**src/rtl/reg_scoreboard_pkg.sv**
```systemverilog
// Shared types and sizing for the register-file scoreboard.
package reg_scoreboard_pkg;

   localparam int unsigned REG_ADDR_W      = 5;
   localparam int unsigned N_REG           = 32;
   localparam int unsigned MAX_OUTSTANDING = 4;
   localparam int unsigned CNT_W           = $clog2(MAX_OUTSTANDING + 1);

   typedef logic [REG_ADDR_W-1:0] reg_addr_t;
   typedef logic [N_REG-1:0]      reg_vec_t;
   typedef logic [CNT_W-1:0]      cnt_t;

   localparam reg_addr_t REG_ZERO = 5'd0;

   // One-hot decode of a register address; register zero never maps to a bit.
   function automatic reg_vec_t reg_onehot(input reg_addr_t a);
      reg_vec_t v;
      v = '0;
      if (a != REG_ZERO) v[a] = 1'b1;
      return v;
   endfunction

endpackage

```
**src/rtl/reg_scoreboard_if.sv**
```systemverilog
// Decode-issue and long-latency writeback bus seen by the scoreboard.
//   master: decode/writeback side, drives issue_* and wb_*, reads issue_stall
//   slave : scoreboard, reads issue_* and wb_*, drives issue_stall
interface reg_scoreboard_if;
   import reg_scoreboard_pkg::*;

   logic      issue_valid;
   reg_addr_t issue_rs1;
   logic      issue_use_rs1;
   reg_addr_t issue_rs2;
   logic      issue_use_rs2;
   reg_addr_t issue_rd;
   logic      issue_long;
   logic      issue_stall;
   logic      wb_valid;
   reg_addr_t wb_rd;

   modport master (
      output issue_valid, issue_rs1, issue_use_rs1, issue_rs2, issue_use_rs2,
             issue_rd, issue_long, wb_valid, wb_rd,
      input  issue_stall
   );

   modport slave (
      input  issue_valid, issue_rs1, issue_use_rs1, issue_rs2, issue_use_rs2,
             issue_rd, issue_long, wb_valid, wb_rd,
      output issue_stall
   );

endinterface

```
**src/rtl/reg_scoreboard.sv**
```systemverilog
// Pending-write scoreboard for long-latency producers; raises the decode
// stall on RAW/WAW hazards and when the in-flight limit is reached.
//   clk, rst         : clock, synchronous active-high reset
//   bus (slave)      : issue request, writeback, combinational issue_stall
//   busy_vec_o       : registered pending-write bit per register
//   outstanding_o    : registered count of long writes in flight
//   err_spurious_o   : sticky flag, writeback to a non-busy register
module reg_scoreboard
   import reg_scoreboard_pkg::*;
(
   input  logic               clk,
   input  logic               rst,
   reg_scoreboard_if.slave    bus,
   output reg_vec_t           busy_vec_o,
   output cnt_t               outstanding_o,
   output logic               err_spurious_o
);

   reg_vec_t busy_q, busy_d;
   cnt_t     cnt_q, cnt_d;
   logic     err_q, err_d;

   reg_vec_t wb_clr;
   reg_vec_t eff_busy;
   logic     wb_dec;
   logic     wb_spurious;
   logic     raw1, raw2, waw, full;
   logic     fire;

   // Writeback clear; the register file bypass makes it visible this cycle.
   always_comb begin
      wb_clr      = bus.wb_valid ? reg_onehot(bus.wb_rd) : '0;
      eff_busy    = busy_q & ~wb_clr;
      // Only a clear of a genuinely busy register retires an in-flight write.
      wb_dec      = |(wb_clr & busy_q);
      wb_spurious = bus.wb_valid && (bus.wb_rd != REG_ZERO) && !busy_q[bus.wb_rd];
   end

   // Hazard detection and stall.
   always_comb begin
      raw1 = bus.issue_use_rs1 && (bus.issue_rs1 != REG_ZERO) && eff_busy[bus.issue_rs1];
      raw2 = bus.issue_use_rs2 && (bus.issue_rs2 != REG_ZERO) && eff_busy[bus.issue_rs2];
      waw  = (bus.issue_rd != REG_ZERO) && eff_busy[bus.issue_rd];
      full = bus.issue_long && (bus.issue_rd != REG_ZERO) &&
             ((cnt_q - CNT_W'(wb_dec)) == CNT_W'(MAX_OUTSTANDING));
      bus.issue_stall = rst || (bus.issue_valid && (raw1 || raw2 || waw || full));
      fire = bus.issue_valid && !bus.issue_stall && bus.issue_long &&
             (bus.issue_rd != REG_ZERO);
   end

   // Next state; a same-cycle clear and set of one register leaves it busy.
   always_comb begin
      busy_d = eff_busy | (fire ? reg_onehot(bus.issue_rd) : '0);
      cnt_d  = cnt_q - CNT_W'(wb_dec) + CNT_W'(fire);
      err_d  = err_q | wb_spurious;
   end

   // State registers.
   always_ff @(posedge clk) begin
      if (rst) begin
         busy_q <= '0;
         cnt_q  <= '0;
         err_q  <= 1'b0;
      end else begin
         busy_q <= busy_d;
         cnt_q  <= cnt_d;
         err_q  <= err_d;
      end
   end

   assign busy_vec_o     = busy_q;
   assign outstanding_o  = cnt_q;
   assign err_spurious_o = err_q;

endmodule

```
**src/flat_wrapper.sv**
```systemverilog
// flat-port wrapper written by rule: the top's interface ports become plain ports
module reg_scoreboard_flat import reg_scoreboard_pkg::*;
  (clk, rst, busy_vec_o, outstanding_o, err_spurious_o, bus_issue_valid, bus_issue_rs1, bus_issue_use_rs1, bus_issue_rs2, bus_issue_use_rs2, bus_issue_rd, bus_issue_long, bus_wb_valid, bus_wb_rd, bus_issue_stall);
  reg_scoreboard_if bus_i ();
  input  logic clk;
  input  logic rst;
  output reg_vec_t busy_vec_o;
  output cnt_t outstanding_o;
  output logic err_spurious_o;
  input wire logic [$bits(bus_i.issue_valid)-1:0] bus_issue_valid;
  input wire logic [$bits(bus_i.issue_rs1)-1:0] bus_issue_rs1;
  input wire logic [$bits(bus_i.issue_use_rs1)-1:0] bus_issue_use_rs1;
  input wire logic [$bits(bus_i.issue_rs2)-1:0] bus_issue_rs2;
  input wire logic [$bits(bus_i.issue_use_rs2)-1:0] bus_issue_use_rs2;
  input wire logic [$bits(bus_i.issue_rd)-1:0] bus_issue_rd;
  input wire logic [$bits(bus_i.issue_long)-1:0] bus_issue_long;
  input wire logic [$bits(bus_i.wb_valid)-1:0] bus_wb_valid;
  input wire logic [$bits(bus_i.wb_rd)-1:0] bus_wb_rd;
  output wire logic [$bits(bus_i.issue_stall)-1:0] bus_issue_stall;
  assign bus_i.issue_valid = bus_issue_valid;
  assign bus_i.issue_rs1 = bus_issue_rs1;
  assign bus_i.issue_use_rs1 = bus_issue_use_rs1;
  assign bus_i.issue_rs2 = bus_issue_rs2;
  assign bus_i.issue_use_rs2 = bus_issue_use_rs2;
  assign bus_i.issue_rd = bus_issue_rd;
  assign bus_i.issue_long = bus_issue_long;
  assign bus_i.wb_valid = bus_wb_valid;
  assign bus_i.wb_rd = bus_wb_rd;
  assign bus_issue_stall = bus_i.issue_stall;
  reg_scoreboard u_core (.clk(clk), .rst(rst), .bus(bus_i), .busy_vec_o(busy_vec_o), .outstanding_o(outstanding_o), .err_spurious_o(err_spurious_o));
endmodule
```
**config.mk**
```make
export PLATFORM = sky130hd
export DESIGN_NAME = reg_scoreboard_flat
export DESIGN_NICKNAME = d
export VERILOG_FILES = /design/src/rtl/reg_scoreboard_pkg.sv /design/src/rtl/reg_scoreboard_if.sv /design/src/rtl/reg_scoreboard.sv /design/src/flat_wrapper.sv
export SDC_FILE = /design/constraint.sdc
export NUM_CORES = 1
export LEC_CHECK = 0
export ABC_AREA = 1
export ABC_CLOCK_PERIOD_IN_PS = 3100
export CORE_UTILIZATION = 48
export CTS_CLUSTER_SIZE = 8
export DETAILED_ROUTE_END_ITERATION = 6
export PLACE_DENSITY_LB_ADDON = 0.1
export SYNTH_ARGS = -nofsm -noshare
export SYNTH_HDL_FRONTEND = slang
export SYNTH_SLANG_ARGS = --single-unit
```
**constraint.sdc**
```tcl
create_clock -name clk -period 3.1 [get_ports clk]
set_clock_uncertainty 0.05 [all_clocks]
set_input_delay 0.62 -clock clk [delete_from_list [all_inputs] [get_ports clk]]
set_output_delay 0.62 -clock clk [all_outputs]
set_load 0.005 [all_outputs]
```
* After elaboration in Yosys (flattened, before gate mapping) *
Cells that the tools add are included.
W data, S select, Z words.

cells by class
  bitwise operators = 5
  magnitude comparators = 6
  muxes and demuxes = 16
  $add $sub $neg = 2
  multiply operators = 0
  eq/ne operators = 1
  shift operators = 0
  div/mod/pow operators = 0
  reduce and logical (&&, ||, !) cells = 26

operator list
  kind                  count
  $mux W32              4
  $and A32 B32 Y32      2
  $not A32 Y32          1
  $or A32 B32 Y32       1
  $reduce_or A32 Y1     1
  $lt A5 B6 Y1 const B  4
  $bmux W1 S5           4
  $reduce_bool A5 Y1    4
  $logic_and A1 B1 Y1   15
  $demux W1 S5          2
  $ge A5 B1 Y1 const B  2
  $mux W1               6
  $logic_or A1 B1 Y1    4
  $add A3 B1 Y3         1
  $eq A3 B3 Y1 const B  1
  $sub A3 B1 Y3         1
  $logic_not A1 Y1      2
  $or A1 B1 Y1          1

storage, ports and cells
  output and inout bits = 37
  input port bits = 27
  latch bits = 0
  RAM bits = 0
  register bits after elaboration = 36
  bits in read-only memories = 0
  memories = 0
  word-level logic and storage cells = 59

* Longest topological paths before layout *
Gate-level depths: netlist (run 1).

  word-level depth = 22
  depth in mapped cells = 23
  gate-level depth less buffers = 23

* Worst setup path after synthesis (run 1) *
OpenSTA, ideal clock, no wires.

  path kind = input to register
  from = in bus_wb_valid
  to = reg u_core.cnt_q[2], in the netlist u_core.outstanding_o[2]
  arrival time = 3.276 ns
  buffers on the path = 1
  required time = 2.922 ns
  setup slack = -0.354 ns
  stages on the path = 20
  library setup time = 0.128 ns
  path through = inv_1 -> nor2_2 -> buf_4 -> nand2_1 -> o221ai_1 -> a2111oi_0 -> nand4_1 -> ha_1 -> ha_1 -> inv_1 -> nor4_1 -> nor2_1 -> nand3_1 -> nand2_2 -> nand2_1 -> nor3_1 -> ha_1 -> ha_1 -> xor2_1 -> nor2_1

on the way
  cells in the longest elaborated chain, start to end = 16

ends and longest elaborated chain
  what                                                                   line                  source
  from (decl)                                                            flat_wrapper.sv:17    input wire logic [$bits(bus_i.wb_valid)-1:0] bus_wb_valid;
  $mux W32 (*)                                                           reg_scoreboard.sv:32  wb_clr = bus.wb_valid ? reg_onehot(bus.wb_rd) : '0;
  parallel branches: the longest is 7 deep, another holds $sub A3 B1 Y3  -
  $logic_or A1 B1 Y1 (*)                                                 reg_scoreboard.sv:46  bus.issue_stall = rst || (bus.issue_valid && (raw1 || raw2 || waw || full));
  $logic_and A1 B1 Y1 (*)                                                reg_scoreboard.sv:46
  $logic_or A1 B1 Y1 (*)                                                 reg_scoreboard.sv:46
  via bus_issue_stall                                                    flat_wrapper.sv:19    output wire logic [$bits(bus_i.issue_stall)-1:0] bus_issue_stall;
  $logic_not A1 Y1 (*)                                                   reg_scoreboard.sv:47  fire = bus.issue_valid && !bus.issue_stall && bus.issue_long &&
  $logic_and A1 B1 Y1 (*) (3 in series)                                  reg_scoreboard.sv:47
  $add A3 B1 Y3 (*)                                                      reg_scoreboard.sv:54  cnt_d = cnt_q - CNT_W'(wb_dec) + CNT_W'(fire);
  to (signal assigned)                                                   reg_scoreboard.sv:66  cnt_q <= cnt_d;
  to (decl)                                                              reg_scoreboard.sv:20  cnt_t cnt_q, cnt_d;

Mark *: on every way through the listed nets, which the timed path passes. The select of a mux whose other input is x is not followed.
A chain may end at the register's enable or synchronous reset.

* Worst setup path in the final report (run 1) *
  from = in bus_wb_rd[3]
  to = reg u_core.cnt_q[2], in the netlist u_core.outstanding_o[2]

on the way
  cells in the longest elaborated chain, start to end = 21

ends and longest elaborated chain
  what                                                                    line                      source
  from (decl)                                                             flat_wrapper.sv:18        input wire logic [$bits(bus_i.wb_rd)-1:0] bus_wb_rd;
  $lt A5 B6 Y1 (implied by the code) or $ge A5 B1 Y1 (tied branches)      reg_scoreboard_pkg.sv:19  if (a != REG_ZERO) v[a] = 1'b1;
  $logic_and A1 B1 Y1 (implied by the code)                               reg_scoreboard_pkg.sv:19
  $mux W1 (implied by the code)                                           reg_scoreboard_pkg.sv:19
  $demux W1 S5                                                            -
  $mux W32 (*)                                                            reg_scoreboard_pkg.sv:19
  $mux W32 (*)                                                            reg_scoreboard.sv:32
  parallel branches: the longest is 14 deep, another holds $sub A3 B1 Y3  -
  $add A3 B1 Y3 (*)                                                       reg_scoreboard.sv:54

Every way passes the cells marked *. The select of a mux whose other input is x is not followed.

==> results of run 1 <==
==> worst max-delay path, cell delays in order <==
cell,delay (ns)
clkbuf_4,0.16
inv_2,0.05
nand2_2,0.07
nor2_2,0.08
nand2_1,0.12
o21ai_1,0.12
a2111oi_4,0.34
nand4_1,0.27
ha_2,0.29
ha_4,0.18
xnor2_4,0.25
nor4_4,0.06
nor2_1,0.14
nand3_1,0.14
nand2_2,0.16
nand2_2,0.06
buf_4,0.13
buf_6,0.11
nor3_4,0.21
ha_4,0.20
ha_4,0.13
xor2_1,0.16
nor2_1,0.06
==> metal layers <==
layer  track usage  part of all wire  up-vias
li1              -                 -     2477
met3        0.0606              0.13      193
met1         0.545              0.35     2561
met4         0.155             0.092        0
met5             0                 0        -
met2         0.707              0.43      578
==> cell type report <==
type | instances | area, sq um | share of cell area
Multi-Input combinational cell | 478 | 2590 | 0.442
Timing Repair Buffer | 243 | 2090 | 0.357
Sequential cell | 36 | 721 | 0.123
Inverter | 60 | 236 | 0.0404
Tap cell | 96 | 120 | 0.0205
Clock buffer | 7 | 96.3 | 0.0165
==> state kept, by name, summed over array words and instances (netlist names) <==
| register | cells |
|---|---|
| u_core.busy_vec_o | 32 |
| u_core.err_spurious_o | 1 |
| u_core.outstanding_o | 3 |
==> per-stage QoR <==
stage	hold WS, ns	utilization	cell area, sq um	setup WS (ns)	setup TNS [ns]
2_1_floorplan	0.403	-	3500	-0.246	-0.734
6_report	0.438	0.861	5850	-0.872	-17.61
5_1_grt	0.473	0.861	5850	-0.996	-21.37
3_3_place_gp	0.407	0.775	5270	-1.55	-33.32
4_1_cts	0.443	0.818	5560	-0.505	-1.82
3_5_place_dp	0.430	0.775	5270	-1.58	-34.57
==> cell families (layout without fill, tap and decap cells) <==
| logic type | count (synthesis) | in the layout | synth area share |
|---|---|---|---|
| AOI/OAI and AO/OA | 78 | 78 | 0.137 |
| xor gates and xnor gates | 2 | 2 | 0.00520 |
| adders and majority gates | 4 | 4 | 0.0148 |
| buffers and inverters | 84 | 310 | 0.106 |
| DFF | 36 | 36 | 0.214 |
| and+or+nand+nor | 394 | 394 | 0.523 |
==> placed cells by master, fill, tap and decap left out, types with 3 or more instances in the layout <==
cell type and count:
o221ai_1 3, nand2_4 5, nand2_1 152, clkdlybuf4s50_1 56
nor2_4 6, nor2_1 65, nand3_1 101, nand4_1 36
inv_2 6, buf_6 16, a22oi_1 5, nand2_2 12
inv_1 49, nor2_2 6, clkbuf_8 7, ha_4 3
inv_4 3, o211ai_1 3, buf_4 162, a21oi_2 5
o21ai_0 9, dfxtp_1 36, a21oi_1 35, nand3_2 6
==> power by group through the flow <==
stage | logic (mW) | clock network, mW | registers, mW
2_1_floorplan | 0.187 | 0 | 0.479
3_3_place_gp | 0.345 | 0 | 0.478
3_5_place_dp | 0.353 | 0 | 0.478
4_1_cts | 0.376 | 0.365 | 0.468
5_1_grt | 0.489 | 0.393 | 0.468
6_report | 0.476 | 0.377 | 0.468
==> worst paths after layout <==
| check | from | end | slack, ns | cells past startpoint |
|---|---|---|---|---|
| max | bus_wb_rd[3] | u_core.outstanding_o[2]$_SDFF_PP0_ | -0.87 | 23 |
| min | u_core.err_spurious_o$_SDFF_PP0_ | u_core.err_spurious_o$_SDFF_PP0_ | 0.44 | 2 |
| max reg2reg | u_core.busy_vec_o[23]$_SDFF_PP0_ | u_core.outstanding_o[2]$_SDFF_PP0_ | -0.60 | 19 |
| min reg2reg | u_core.err_spurious_o$_SDFF_PP0_ | u_core.err_spurious_o$_SDFF_PP0_ | 0.44 | 2 |
==> repair_timing <==
action / 4_1_cts / 5_1_grt
buffers inserted: 13 / 13
pin swaps: 25 / 13
setup endpoints to repair: 35 / 35
hold buffers: 0 / 0
resized for setup: 64 / 33
cloned: 0 / 3
==> results.json, run 1 <==
{
  "grt_overflow": 0,
  "viasPerCell": 6.31,
  "intPower_mw": 0.872,
  "start_kind": "primary input",
  "syn-instance-count": 598,
  "yosys_register_bits": 36,
  "async_reset_ff_frac": 0,
  "die_h_um": 85.8,
  "ir_drop_v": 0.000341,
  "grt_pass1_vias": 4769,
  "cts_buffer_depth": 2,
  "clkTransAtPathRegs_ns": 0.08,
  "drc": 40,
  "power_density_nw_per_um2": 226,
  "synth_nets": 629,
  "critical_path_class": "in2reg",
  "grt_max_degree": 37,
  "synth_most_common_cell": "nand2_1",
  "layout-drive-gt1-share": 0.314,
  "synth-edff-count": 0,
  "yosysTopAreaCellShare": 0.214,
  "io_pins": 64,
  "synth_commonest_cells": "nand2_1 (165), nand3_1 (108), nor2_1 (66), inv_1 (55), a21oi_1 (40)",
  "fin_crit_sh": 1.28,
  "max_freq_mhz": 252,
  "hold_class": "reg2reg",
  "grt_util_all_layers": 0.419,
  "dieArea_sq_um": 7360,
  "status": "finished, violations left",
  "num-fill-cells": 396,
  "synth_cell_types": 34,
  "root_buffer": "clkbuf_8",
  "hold_viol": 0,
  "tightest_slew_ns": 0.409,
  "antenna_found_initial": 0,
  "violations": "design-rule violations, negative setup slack",
  "seq_power_share": 0.354,
  "io_buffer_count": 63,
  "die_w_um": 85.8,
  "p_leak_nw": 2.53,
  "max-slew-margin-rel": 0.720,
  "rsz0062_at_grt": "true",
  "h-tree-depth": 2,
  "syn_to_final_growth_pct": 73.4,
  "clkLatencyLatePin_ns": 0.30,
  "rows": 30,
  "routedWlPerCell_um": 20.4,
  "drv_slew": 0,
  "drt_iter0_markers": 917,
  "critPathArrivalTime_ns": 4.09,
  "maxCapViolCount": 0,
  "cts_buffers": 5,
  "vias": 5809,
  "setup_viol": 35,
  "numPlacedInstances": 886,
  "total_power_mw": 1.32,
  "synth_area_sq_um": 3370,
  "yosys.area.top_type": "dfxtp_1",
  "grt_pass1_wl_um": 23800,
  "combPwrFrac": 0.360,
  "routed_wl_um": 18800,
  "drtPass1Iterations": 7,
  "ys_warn_count": 0,
  "gp_congestion": 1.08,
  "nets": 855,
  "fin_cells": 920,
  "synth_seq_area_share": 0.214,
  "switching_share": 0.339,
  "synth_flop_cell": "dfxtp_1",
  "avgSynthCellArea_sq_um": 5.64,
  "cp.required_ns": 3.22,
  "ant_nets": 0,
  "power_frac_clock": 0.285,
  "antennaDiodeCount": 0,
  "worst_slack_ns": -0.872,
  "fin_crit_ns": 3.97,
  "cts_tree": "built",
  "ys_top_cells_by_area": "dfxtp_1 (21%), nand2_1 (18%), nand3_1 (16%)",
  "dp_hpwl_um": 12000,
  "endpoint_kind": "flip-flop",
  "initial_core_util": 0.496,
  "switchingPower_mw": 0.448,
  "clock_sinks": 36,
  "core_sq_um": 6790,
  "cp_max_fo": 5
}
No activity file was read; power rests on OpenSTA's default activity.
==> inputs of run 2 (changes only) <==
SETUP_SLACK_MARGIN = 0.15   (was unset)
==> run 2 against run 1 <==
  * Cell area is 1.6% lower
  * Critical endpoint unchanged
  * Non-clock buffer count is 8 lower
  * First-iteration DRC count is 15% lower
  * Power is 3.7% lower
  * Via count is 5.7% lower
  * Clock power is 1% lower
  * The run ends with negative setup slack left
  * Hold slack better by 0.00077 ns
  * Sequential cell count stayed put
==> results.json, run 2 (synthesis gave the netlist of run 1 again) <==
{
  "grt_overflow": 0,
  "syn_to_final_growth_pct": 70.6,
  "intPower_mw": 0.853,
  "cts_buffer_depth": 2,
  "clkLatencyLatePin_ns": 0.29,
  "worstPathCellList": "buf_2, inv_2, nand2_2, nor2_2, nand2_1, o21ai_1, a2111oi_4, nand4_1, ha_2, ha_4, xnor2_4, nor4_4, nor2_1, nand3_1, nand2_2, nand2_2, buf_4, buf_6, nor3_4, ha_4, ha_4, xor2_1, nor2_1",
  "final_common_cell": "buf_4",
  "cp_top_family": "simple AND/OR/NAND/NOR gates",
  "antennaDiodeCount": 0,
  "drtPass1Iterations": 7,
  "antenna_found_initial": 0,
  "grt_max_degree": 37,
  "fin_hold_ws_ns": 0.439,
  "rows": 30,
  "drv_slew": 0,
  "final_cell_mix": "buf_4 (160), nand2_1 (153), nand3_1 (100), nor2_1 (65), clkdlybuf4s50_1 (56)",
  "clkTransAtPathRegs_ns": 0.08,
  "die_h_um": 85.8,
  "violations": "negative setup slack",
  "grt_pass1_vias": 4829,
  "grt_util_all_layers": 0.428,
  "ir_drop_v": 0.000397,
  "root_buffer": "clkbuf_8",
  "dpl_cell_area_sq_um": 5270,
  "initial_core_util": 0.496,
  "fin_crit_sh": 1.23,
  "fin_area_sq_um": 5750,
  "setup_viol": 35,
  "drt_iter0_markers": 779,
  "cp.required_ns": 3.22,
  "layout-drive-gt1-share": 0.306,
  "cts_tree": "built",
  "critPathArrivalTime_ns": 3.92,
  "grt_pass1_wl_um": 24200,
  "total_power_mw": 1.27,
  "viasPerCell": 6.00,
  "status": "finished, violations left",
  "vias": 5476,
  "worst-path-buf-inv": 4,
  "fin_crit_ns": 3.80,
  "nets": 847,
  "core_sq_um": 6790,
  "combPwrFrac": 0.339,
  "tightest_slew_ns": 0.419,
  "switching_share": 0.329,
  "worst_slack_ns": -0.705,
  "maxCapViolCount": 0,
  "hold_viol": 0,
  "cts_buffers": 5,
  "max_freq_mhz": 263,
  "hold_class": "reg2reg",
  "routedWlPerCell_um": 18.9,
  "slowest_stage": "a2111oi_4",
  "p_leak_nw": 2.50,
  "routed_wl_um": 17200,
  "power_frac_clock": 0.293,
  "final_util": 0.847,
  "cp_max_fo": 5,
  "ant_nets": 0,
  "start_kind": "primary input",
  "io_pins": 64,
  "h-tree-depth": 2,
  "seq_power_share": 0.368,
  "power_density_nw_per_um2": 221,
  "clock_sinks": 36,
  "dieArea_sq_um": 7360,
  "largest_reg_flops": 32,
  "cpPeakStageDelay_ns": 0.30,
  "max-slew-margin-rel": 0.714,
  "endpoint_kind": "flip-flop",
  "rsz0062_at_grt": "true",
  "drc": 0,
  "gp_congestion": 1.08,
  "io_buffer_count": 63,
  "die_w_um": 85.8,
  "dp_hpwl_um": 12000,
  "switchingPower_mw": 0.418,
  "critical_path_class": "in2reg"
}
## run 2: cell types whose count changed in the layout (fill, tap and decap cells not counted), sizes merged
| cell | delta |
|---|---|
| buf | -5 |
| bufbuf | +1 |
| clkbuf | -4 |
## run 2: power by group through the flow
stage          clock [mW]  combinational (mW)  sequential, mW
2_1_floorplan           0               0.187           0.479
3_3_place_gp            0               0.345           0.478
3_5_place_dp            0               0.353           0.478
4_1_cts             0.365               0.397           0.468
5_1_grt             0.384               0.451           0.468
6_report            0.372               0.431           0.468
## run 2: layout make-up
| class | instances | area (sq um) |
|---|---|---|
| clock buffer | 7 | 96.3 |
| inverter | 60 | 236 |
| fill | 431 | 1040 |
| tap | 96 | 120 |
| multi-input combinational | 478 | 2580 |
| sequential | 36 | 721 |
| timing repair buffer | 235 | 1990 |
## run 2: worst paths after layout
check	start	endpoint	cells after the start	slack, ns
worst min register to register	u_core.err_spurious_o$_SDFF_PP0_	u_core.err_spurious_o$_SDFF_PP0_	2	0.44
worst min-delay path	u_core.err_spurious_o$_SDFF_PP0_	u_core.err_spurious_o$_SDFF_PP0_	2	0.44
worst max-delay path	bus_wb_rd[3]	u_core.outstanding_o[2]$_SDFF_PP0_	23	-0.70
worst max register to register	u_core.busy_vec_o[23]$_SDFF_PP0_	u_core.outstanding_o[2]$_SDFF_PP0_	19	-0.35
## run 2: layer usage
metal / GRT usage / part of all wire / up-vias
met4: 0.177 / 0.063 / 0
met3: 0.0645 / 0.12 / 120
met1: 0.555 / 0.37 / 2430
met2: 0.713 / 0.45 / 469
li1: - / - / 2457
met5: 0 / 0 / -
## run 2: repair_timing
action                     in CTS  in global routing
hold buffers                    0                  0
resized for setup              68                 22
setup buffers                  13                  5
gates cloned                    1                  0
setup endpoints to repair      35                 35
pin swaps                      25                 13
## run 2: metrics by stage
step	std cells	setup WS, ns	setup TNS, ns
2_1_floorplan	598	-0.246	-0.734
3_3_place_gp	886	-1.55	-33.32
3_5_place_dp	886	-1.58	-34.57
4_1_cts	907	-0.505	-3.45
5_1_grt	912	-0.925	-18.66
6_report	912	-0.705	-10.69
## run 2: worst register-to-register path, delay by kind of cell, from the launching register on
kind | cells | cell delay, ns
and+or+nand+nor | 8 | 0.96
adders and majority gates | 4 | 0.75
AOI/OAI and AO/OA | 2 | 0.47
buffers and inverters | 3 | 0.44
DFF | 1 | 0.33
xor gates and xnor gates | 2 | 0.33
